### src/rtl/pipe_latch_buf.sv
// In-order DEPTH-entry pipeline buffer between two datapath stages, with
// flush (squash to zero), freeze (global stall) and a saturating stall counter.
module pipe_latch_buf #(
  parameter int DATA_W = 32,
  parameter int DEPTH  = 2,
  parameter int CNT_W  = 16
) (
  input  logic                       CLK,
  input  logic                       RST,
  input  logic                       in_valid,
  output logic                       in_ready,
  input  logic [DATA_W-1:0]          in_data,
  output logic                       out_valid,
  input  logic                       out_ready,
  output logic [DATA_W-1:0]          out_data,
  input  logic                       flush,
  input  logic                       freeze,
  output logic [$clog2(DEPTH+1)-1:0] count,
  output logic                       full,
  output logic                       empty,
  output logic [CNT_W-1:0]           stall_cnt
);

  localparam int PTR_W = (DEPTH > 1) ? $clog2(DEPTH) : 1;
  localparam int CW    = $clog2(DEPTH+1);

  logic [DATA_W-1:0] mem [DEPTH];
  logic [PTR_W-1:0]  wptr;
  logic [PTR_W-1:0]  rptr;
  logic [CW-1:0]     count_q;
  logic [CNT_W-1:0]  stall_q;
  logic              push;
  logic              pop;

  function automatic logic [PTR_W-1:0] next_ptr(input logic [PTR_W-1:0] p);
    return (p == PTR_W'(DEPTH-1)) ? '0 : p + PTR_W'(1);
  endfunction

  // Handshake: a transfer happens on a rising edge where valid and ready are
  // both high. in_ready depends only on registered occupancy and the
  // flush/freeze/RST inputs, never on out_ready, so a full buffer refuses a
  // push even when it is being drained in the same cycle.
  assign full      = (count_q == CW'(DEPTH));
  assign empty     = (count_q == '0);
  assign count     = count_q;
  assign stall_cnt = stall_q;
  assign in_ready  = !full && !freeze && !flush && !RST;
  assign out_valid = !empty && !freeze;
  assign out_data  = out_valid ? mem[rptr] : '0;

  assign push = in_valid && in_ready;
  assign pop  = out_valid && out_ready && !flush && !RST;

  always_ff @(posedge CLK) begin
    if (RST) begin
      wptr    <= '0;
      rptr    <= '0;
      count_q <= '0;
      stall_q <= '0;
      for (int i = 0; i < DEPTH; i++) mem[i] <= '0;
    end else if (flush) begin
      // Squashed entries are zeroed like the older fixed latches; the stall
      // history survives a flush.
      wptr    <= '0;
      rptr    <= '0;
      count_q <= '0;
      for (int i = 0; i < DEPTH; i++) mem[i] <= '0;
    end else if (!freeze) begin
      if (push) begin
        mem[wptr] <= in_data;
        wptr      <= next_ptr(wptr);
      end
      if (pop) rptr <= next_ptr(rptr);
      case ({push, pop})
        2'b10:   count_q <= count_q + CW'(1);
        2'b01:   count_q <= count_q - CW'(1);
        default: count_q <= count_q;
      endcase
      if (out_valid && !out_ready && (stall_q != '1)) stall_q <= stall_q + CNT_W'(1);
    end
  end

endmodule

### config.mk
export PLATFORM = sky130hd
export DESIGN_NAME = pipe_latch_buf
export DESIGN_NICKNAME = d
export VERILOG_FILES = /design/src/rtl/pipe_latch_buf.sv
export SDC_FILE = /design/constraint.sdc
export NUM_CORES = 1
export LEC_CHECK = 0
export ABC_AREA = 0
export ABC_CLOCK_PERIOD_IN_PS = 5000
export BUFFER_PORTS_ARGS = -buffer_cell sky130_fd_sc_hd__buf_2
export CAP_MARGIN = 20
export CORE_ASPECT_RATIO = 0.8
export CORE_MARGIN = 4
export CORE_UTILIZATION = 30
export DETAILED_ROUTE_END_ITERATION = 12
export HOLD_SLACK_MARGIN = 0.08
export PLACE_DENSITY = 0.61
export SLEW_MARGIN = 20
export SYNTH_ARGS = -nofsm -noshare
export SYNTH_HDL_FRONTEND = slang
export SYNTH_SLANG_ARGS = --single-unit
### constraint.sdc
create_clock -name CLK -period 5 [get_ports CLK]
set_clock_uncertainty 0.2 [all_clocks]
set_input_delay 0.25 -clock CLK [delete_from_list [all_inputs] [get_ports CLK]]
set_output_delay 0.25 -clock CLK [all_outputs]
set_load 0.03 [all_outputs]
==> run summary, run 1 <==
initial core utilization -> 30.9%
storage element area -> 0.00234 sq mm
outcome -> complete, no violations
simple-gate portion of the synthesized area -> 23.9%
Synth top cells by count -> and2_1 (64), edfxtp_1 (64), nor2_1 (45), mux2i_1 (33), dfxtp_1 (21)
fill cell count -> 1,271
P_int -> 1.17 mW
Worst path most repeated cell -> nor2_1
Req. time, crit path -> 5020 ps
GRT Residual Overflow -> 0
Starting DRT DRC Count -> 195
H-tree Lvls -> 3
PD cells -> 283 mW/mm^2
fraction of registers with async set or reset after synthesis -> 0%
Yosys cell types -> 41
CP max stage cell -> or2_2
number of global-route vias before repair -> 3,037
Vert. Die Dim -> 111 microns
Avg WL per Cell -> 14.5 microns
Area Overhead vs Synth -> 32.0%
PortBufs -> 91
Hold Slack -> 121 ps
Main synth FF type -> edfxtp_1
Hold Path Cell Cnt -> 2
cell family with most CP delay -> simple AND/OR/NAND/NOR gates
proportion of synthesized area in mux cells -> 8.82%
post-synthesis adder-cell area fraction -> 0.625%
crit share post-route -> 52.3%
Gate Count Post-Synth -> 343
initial antenna violation count -> 0
relative slew slack -> 29.6%
clock transition at the registers of the reported paths -> 70 ps
Worst Path Buf+Inv -> 3
Gate power share -> 5.5%
Final Non-Filler Cells -> 643
Mean Syn Cell Area -> 11.7 sq um
# setup viols final -> 0
ANT cells -> 0
WL final -> 9.32 mm
crit path DAT -> 2640 ps
P_leak -> 2.09 nW
max-cap violations -> 0
num rows -> 37
placed cells -> 593
CTS tree -> done
met3 Usage GRT -> 3.77%
max incr delay on CP -> 640 ps
setup slack, reg-to-reg -> 2460 ps
clock sinks -> 85
DRT antenna net count -> 0
Slew Limit Fails -> 0
Worst VDD drop -> 0.200 mV
final setup TNS -> 0 ps
Area contributors post-synth -> edfxtp_1 (48%), dfxtp_1 (11%), and2_1 (10%)
number of synthesized register bits -> 85
Clock Tree Buf Depth -> 2
CP Class -> in2reg
post-synthesis compound-gate area fraction -> 4.47%
Detailed Routing Iterations Pass 1 -> 4
Critical Path Stages -> 11
busiest metal layer after global routing -> met2
Synthesized Nets -> 383
worst slew pin tran -> 1060 ps
Worst setup EP type -> flop
largest family of logic cells by synthesized area -> simple AND/OR/NAND/NOR gates
HP Class -> in2reg
Net Sw Frac -> 22.0%
die width -> 137 microns
area share of the largest cell type after synthesis -> 48.0%
CTS Buf Count -> 9
via count -> 2,922
Psw -> 0.329 mW
largest area contributor in the netlist -> edfxtp_1
GR Util met2 -> 19.8%
Yosys warning count -> 0
cells on worst reg2reg path -> 5
RSZ-0062 raised after global routing -> no
GPL Wtd Cong -> 0.819
Tot GR Track Use -> 12.7%
Nets -> 503
minimum clock period -> 2620 ps
sequence of cells on the critical path -> dlygate4sd3_1 -> buf_2 -> or2_2 -> clkinv_8 -> nand2_1 -> nor2_1 -> ha_1 -> nor2_1 -> nand2_1 -> xor2_1 -> nor2_1
crit path launch type -> input port
Worst-Skew Late Latency -> 330 ps
Post-DP HPWL -> 6.15 mm
first-pass GRT wire length -> 15.2 mm
vias per cell -> 4.54
# IOs -> 92
Seq/Total Area, Yosys -> 58.5%
largest net degree at the start of global routing -> 34
CP Max Fanout -> 33
drt drc -> 0
EDFF count, synth -> 64
xor and xnor fraction of the mapped netlist area -> 0.875%
highest clock rate -> 0.382 GHz
synthesized area -> 0.00400 sq mm
Clk pwr share -> 41.7%
clk root buf -> clkbuf_16
die area -> 0.0153 sq mm
M1 GR Usage -> 16.9%
share of cells above drive strength 1 -> 25.6%
Core ar. -> 0.0130 sq mm
Seq pwr share -> 52.8%
area of the multi-input gates -> 0.00157 sq mm
final core utilization -> 40.8%
Final Hold Fails -> 0
path summary, 6_finish.rpt:
check                                     end           from
worst max register to register     mem[0][23]       count[0]
worst max-delay path                 count[1]         freeze
worst min register to register  stall_cnt[14]  stall_cnt[14]
worst min-delay path            stall_cnt[13]            RST
logic make-up after synthesis:
logic type | Yosys count
adder cells (fa/ha/maj) | 2
multiplexers | 35
XOR/XNOR | 4
AO/OA/AOI/OAI | 29
buffers and inverters | 22
flip-flops | 85
AND/OR/NAND/NOR | 166
what timing repair did:
item / CTS / global route
setup buffers: 0 / 0
hold endpoints to repair: 65 / 0
gates resized for setup: 0 / 0
hold buffers: 33 / 0
cells in the final DEF, fill, tap and decap left out, drive strengths merged:
cell,Yosys,routed
a211oi,3,3
a21oi,11,11
a31oi,1,1
and2,64,64
and2b,2,2
and3,5,5
and4,2,2
buf,7,93
clkbuf,10,10
clkinv,1,4
clkinvlp,0,1
dfxtp,21,21
dlygate4sd3,0,33
edfxtp,64,64
ha,2,2
inv,4,6
mux2,2,2
mux2i,33,33
nand2,9,9
nand2b,2,2
nand3,6,6
nand4,6,6
nor2,46,46
nor2b,2,2
nor3,6,6
nor4,3,3
nor4b,1,1
nor4bb,1,1
o21ai,4,4
o21bai,2,2
o31ai,8,8
or2,2,2
or3,2,2
or4,7,7
xnor2,1,1
xor2,3,3
flip-flops by register name, summed over array words and instances (netlist names), named ones only:
signal,flops
count,2
stall_cnt,16
rptr,1
mem,64
wptr,1
layout make-up:
| class | instances | share of cell area [%] |
|---|---|---|
| Clock inverter | 6 | 0.876 |
| Sequential cell | 85 | 44.4 |
| Inverter | 5 | 0.592 |
| Multi-Input combinational cell | 236 | 29.8 |
| Clock buffer | 10 | 4.33 |
| Timing Repair Buffer | 126 | 15.9 |
| Tap cell | 175 | 4.14 |
power groups by stage:
stage / Sequential, mW / Clock (mW) / Combinational [mW]
floorplan: 0.805 / 0 / 0.0289
global placement: 0.805 / 0 / 0.0577
detailed placement: 0.806 / 0 / 0.0607
CTS: 0.790 / 0.635 / 0.0812
global route: 0.792 / 0.667 / 0.0920
finish: 0.789 / 0.623 / 0.0827
stage by stage:
step / cell area (sq um) / setup slack [ps] / total power, mW
3_3_place_gp: 4620 / 2060 / 0.862
3_5_place_dp: 4650 / 2090 / 0.866
5_1_grt: 5280 / 2140 / 1.55
2_1_floorplan: 4000 / 619 / 0.834
4_1_cts: 5260 / 2230 / 1.51
6_report: 5280 / 2380 / 1.49
layer usage:
metal / routed length, microns / share of wire [%]
met5: 0 / 0
met1: 4410 / 47
met3: 624 / 6.7
met2: 4170 / 45
met4: 118 / 1.3
(Power assumes the default switching activity.)
==> run 2: changes to the inputs <==
--- a/config.mk
+++ b/config.mk
@@ -6,7 +6,7 @@
 export NUM_CORES = 1
 export LEC_CHECK = 0
 export ABC_AREA = 0
-export ABC_CLOCK_PERIOD_IN_PS = 5000
+export ABC_CLOCK_PERIOD_IN_PS = 2600
 export BUFFER_PORTS_ARGS = -buffer_cell sky130_fd_sc_hd__buf_2
 export CAP_MARGIN = 20
 export CORE_ASPECT_RATIO = 0.8
==> constraint.sdc (replaced) <==
create_clock -name CLK -period 2.6 [get_ports CLK]
set_clock_uncertainty 0.2 [all_clocks]
set_input_delay 0.13 -clock CLK [delete_from_list [all_inputs] [get_ports CLK]]
set_output_delay 0.13 -clock CLK [all_outputs]
set_load 0.03 [all_outputs]
==> run summary, run 2 (synthesized netlist as in run 1, its figures left out) <==
Worst Path Buf+Inv -> 5 (was 3)
Hold Path Sink -> wptr (was stall_cnt[13])
FF-to-FF Start -> count[0] (unchanged)
outcome -> complete, no violations (unchanged)
Largest Register -> mem (unchanged)
Worst Hold Launch -> flush (was RST)
cell family with most CP delay -> buffers and inverters (was simple AND/OR/NAND/NOR gates)
crit path launch type -> input port (unchanged)
Hold Path Cell Cnt -> 4 (was 2)
via count -> 3,039 (was 2,922)
CP max stage cell -> dlygate4sd3_1 (was or2_2)
Slew Limit Fails -> 0 (unchanged)
fill cell count -> 1,247 (was 1,271)
initial core utilization -> 30.9% (unchanged)
Hold Slack -> 117 ps (was 121 ps)
Nets -> 515 (was 503)
Tot GR Track Use -> 12.8% (was 12.7%)
ANT cells -> 0 (unchanged)
# setup viols final -> 0 (unchanged)
Final Non-Filler Cells -> 653 (was 643)
Area Overhead vs Synth -> 34.1% (was 32.0%)
GPL Wtd Cong -> 0.833 (was 0.819)
worst slew pin tran -> 638 ps (was 1060 ps)
largest net degree at the start of global routing -> 33 (was 34)
sequence of cells on the critical path -> dlygate4sd3_1 -> buf_2 -> or2_1 -> dlygate4sd3_1 -> buf_4 -> nor3_1 -> buf_2 (was dlygate4sd3_1 -> buf_2 -> or2_2 -> clkinv_8 -> nand2_1 -> nor2_1 -> ha_1 -> nor2_1 -> nand2_1 -> xor2_1 -> nor2_1)
Starting DRT DRC Count -> 224 (was 195)
Clock Tree Buf Depth -> 2 (unchanged)
pre-CTS setup slack -> 324 ps (was 2090 ps)
final core utilization -> 41.4% (was 40.8%)
Worst-Skew Late Latency -> 330 ps (about the same)
most common cell after layout, fill and taps aside -> buf_2 (unchanged)
relative slew slack -> 57.1% (was 29.6%)
CP Class -> in2out (was in2reg)
DRT antenna net count -> 0 (unchanged)
die width -> 137 microns (unchanged)
die area -> 0.0153 sq mm (unchanged)
final worst setup slack -> 102 ps (was 2380 ps)
PD cells -> 523 mW/mm^2 (was 283 mW/mm^2)
GRT Residual Overflow -> 0 (unchanged)
vias per cell -> 4.65 (was 4.54)
cells on worst reg2reg path -> 8 (was 5)
highest clock rate -> 0.400 GHz
number of global-route vias before repair -> 3,089 (was 3,037)
clock transition at the registers of the reported paths -> 60 ps (was 70 ps)
crit share post-route -> 96.1%
Post-DP HPWL -> 6.17 mm (was 6.15 mm)
Final Hold Fails -> 0 (unchanged)
initial antenna violation count -> 0 (unchanged)
most frequent cells in the layout -> buf_2 (91), and2_1 (64), edfxtp_1 (64) (unchanged)
drt drc -> 0 (unchanged)
P_leak -> 2.13 nW (was 2.09 nW)
storage element area -> 0.00234 sq mm (about the same)
setup slack, reg-to-reg -> 370 ps (was 2460 ps)
first-pass GRT wire length -> 15.4 mm (was 15.2 mm)
# IOs -> 92 (unchanged)
Avg WL per Cell -> 14.3 microns (was 14.5 microns)
Core ar. -> 0.0130 sq mm (unchanged)
Req. time, crit path -> 2270 ps (was 5020 ps)
crit path DAT -> 2170 ps (was 2640 ps)
clock sinks -> 85 (unchanged)
WL final -> 9.37 mm (was 9.32 mm)
Reg-to-Reg End -> count[1] (was mem[0][23])
max incr delay on CP -> 560 ps (was 640 ps)
Worst VDD drop -> 0.287 mV (was 0.200 mV)
CTS Buf Count -> 9 (unchanged)
minimum clock period -> 2500 ps
Largest register FFs -> 64 (unchanged)
H-tree Lvls -> 3 (unchanged)
CTS tree -> done (unchanged)
Vert. Die Dim -> 111 microns (unchanged)
Detailed Routing Iterations Pass 1 -> 4 (unchanged)
PortBufs -> 91 (unchanged)
HP Class -> in2reg (unchanged)
RSZ-0062 raised after global routing -> no (unchanged)
share of cells above drive strength 1 -> 27.0% (was 25.6%)
placed cells -> 600 (was 593)
CP Max Fanout -> 6 (was 33)
area of the multi-input gates -> 0.00158 sq mm (was 0.00157 sq mm)
clk root buf -> clkbuf_16 (unchanged)
final setup TNS -> 0 ps (unchanged)
Worst setup EP type -> output pin (was flop)
max-cap violations -> 0 (unchanged)
num rows -> 37 (unchanged)
==> run 2: worst register-to-register path, stage by stage (launching register included) <==
cell and delay (ps):
dfxtp_2 390, and2b_1 240, nor4b_2 370, inv_1 200, ha_1 330, nor2_2 130, nand2_1 80, xor2_1 150
nor2_1 50
==> run 2: final cells by class <==
type / count / area share (%)
clock inverters: 5 / 0.559
flip-flops and latches: 85 / 43.7
repair buffers: 138 / 17.5
well taps: 175 / 4.08
inverters: 5 / 0.583
multi-input cells: 236 / 29.4
clock buffers: 9 / 4.19
==> run 2: where the power goes <==
| group | internal [mW] | switching (mW) | total (mW) |
|---|---|---|---|
| Combinational | 0.0863 | 0.0770 | 0.163 |
| Clock | 0.629 | 0.500 | 1.13 |
| Sequential | 1.51 | 0.0127 | 1.52 |
| Total | 2.22 | 0.589 | 2.81 |
==> run 2: routing by layer <==
metal / GRT usage, % / vias up / wire length [microns]
met5: 0 / - / 0
met4: 4.65 / 0 / 136
met3: 3.49 / 10 / 514
met1: 16.9 / 1460 / 4350
met2: 20.1 / 79 / 4370
li1: - / 1490 / -
==> run 2: what timing repair did <==
item,4_1_cts,5_1_grt
gates resized for setup,0,2
setup buffers,0,1
endpoints found under the hold margin,82,0
hold buffers,38,0
setup endpoints to repair,0,1
==> run 2: worst max path at each step <==
| stage | depth (start not counted) | slack, ps | startpoint | end |
|---|---|---|---|---|
| 2_1_floorplan | 4 | 60 | count[0] | mem[0][0] |
| 3_3_place_gp | 8 | 450 | count[0] | count[1] |
| 3_5_place_dp | 8 | 320 | count[0] | count[1] |
| 4_1_cts | 11 | 110 | RST | count[1] |
| 5_1_grt | 11 | 4 | RST | count[1] |
| 6_report | 7 | 100 | RST | in_ready |
==> run 2: metrics by stage <==
stage / total power, mW / cell area, sq um
2_1_floorplan: 1.60 / 4030
3_3_place_gp: 1.67 / 4720
3_5_place_dp: 1.67 / 4720
4_1_cts: 2.84 / 5360
5_1_grt: 2.92 / 5370
6_report: 2.81 / 5370
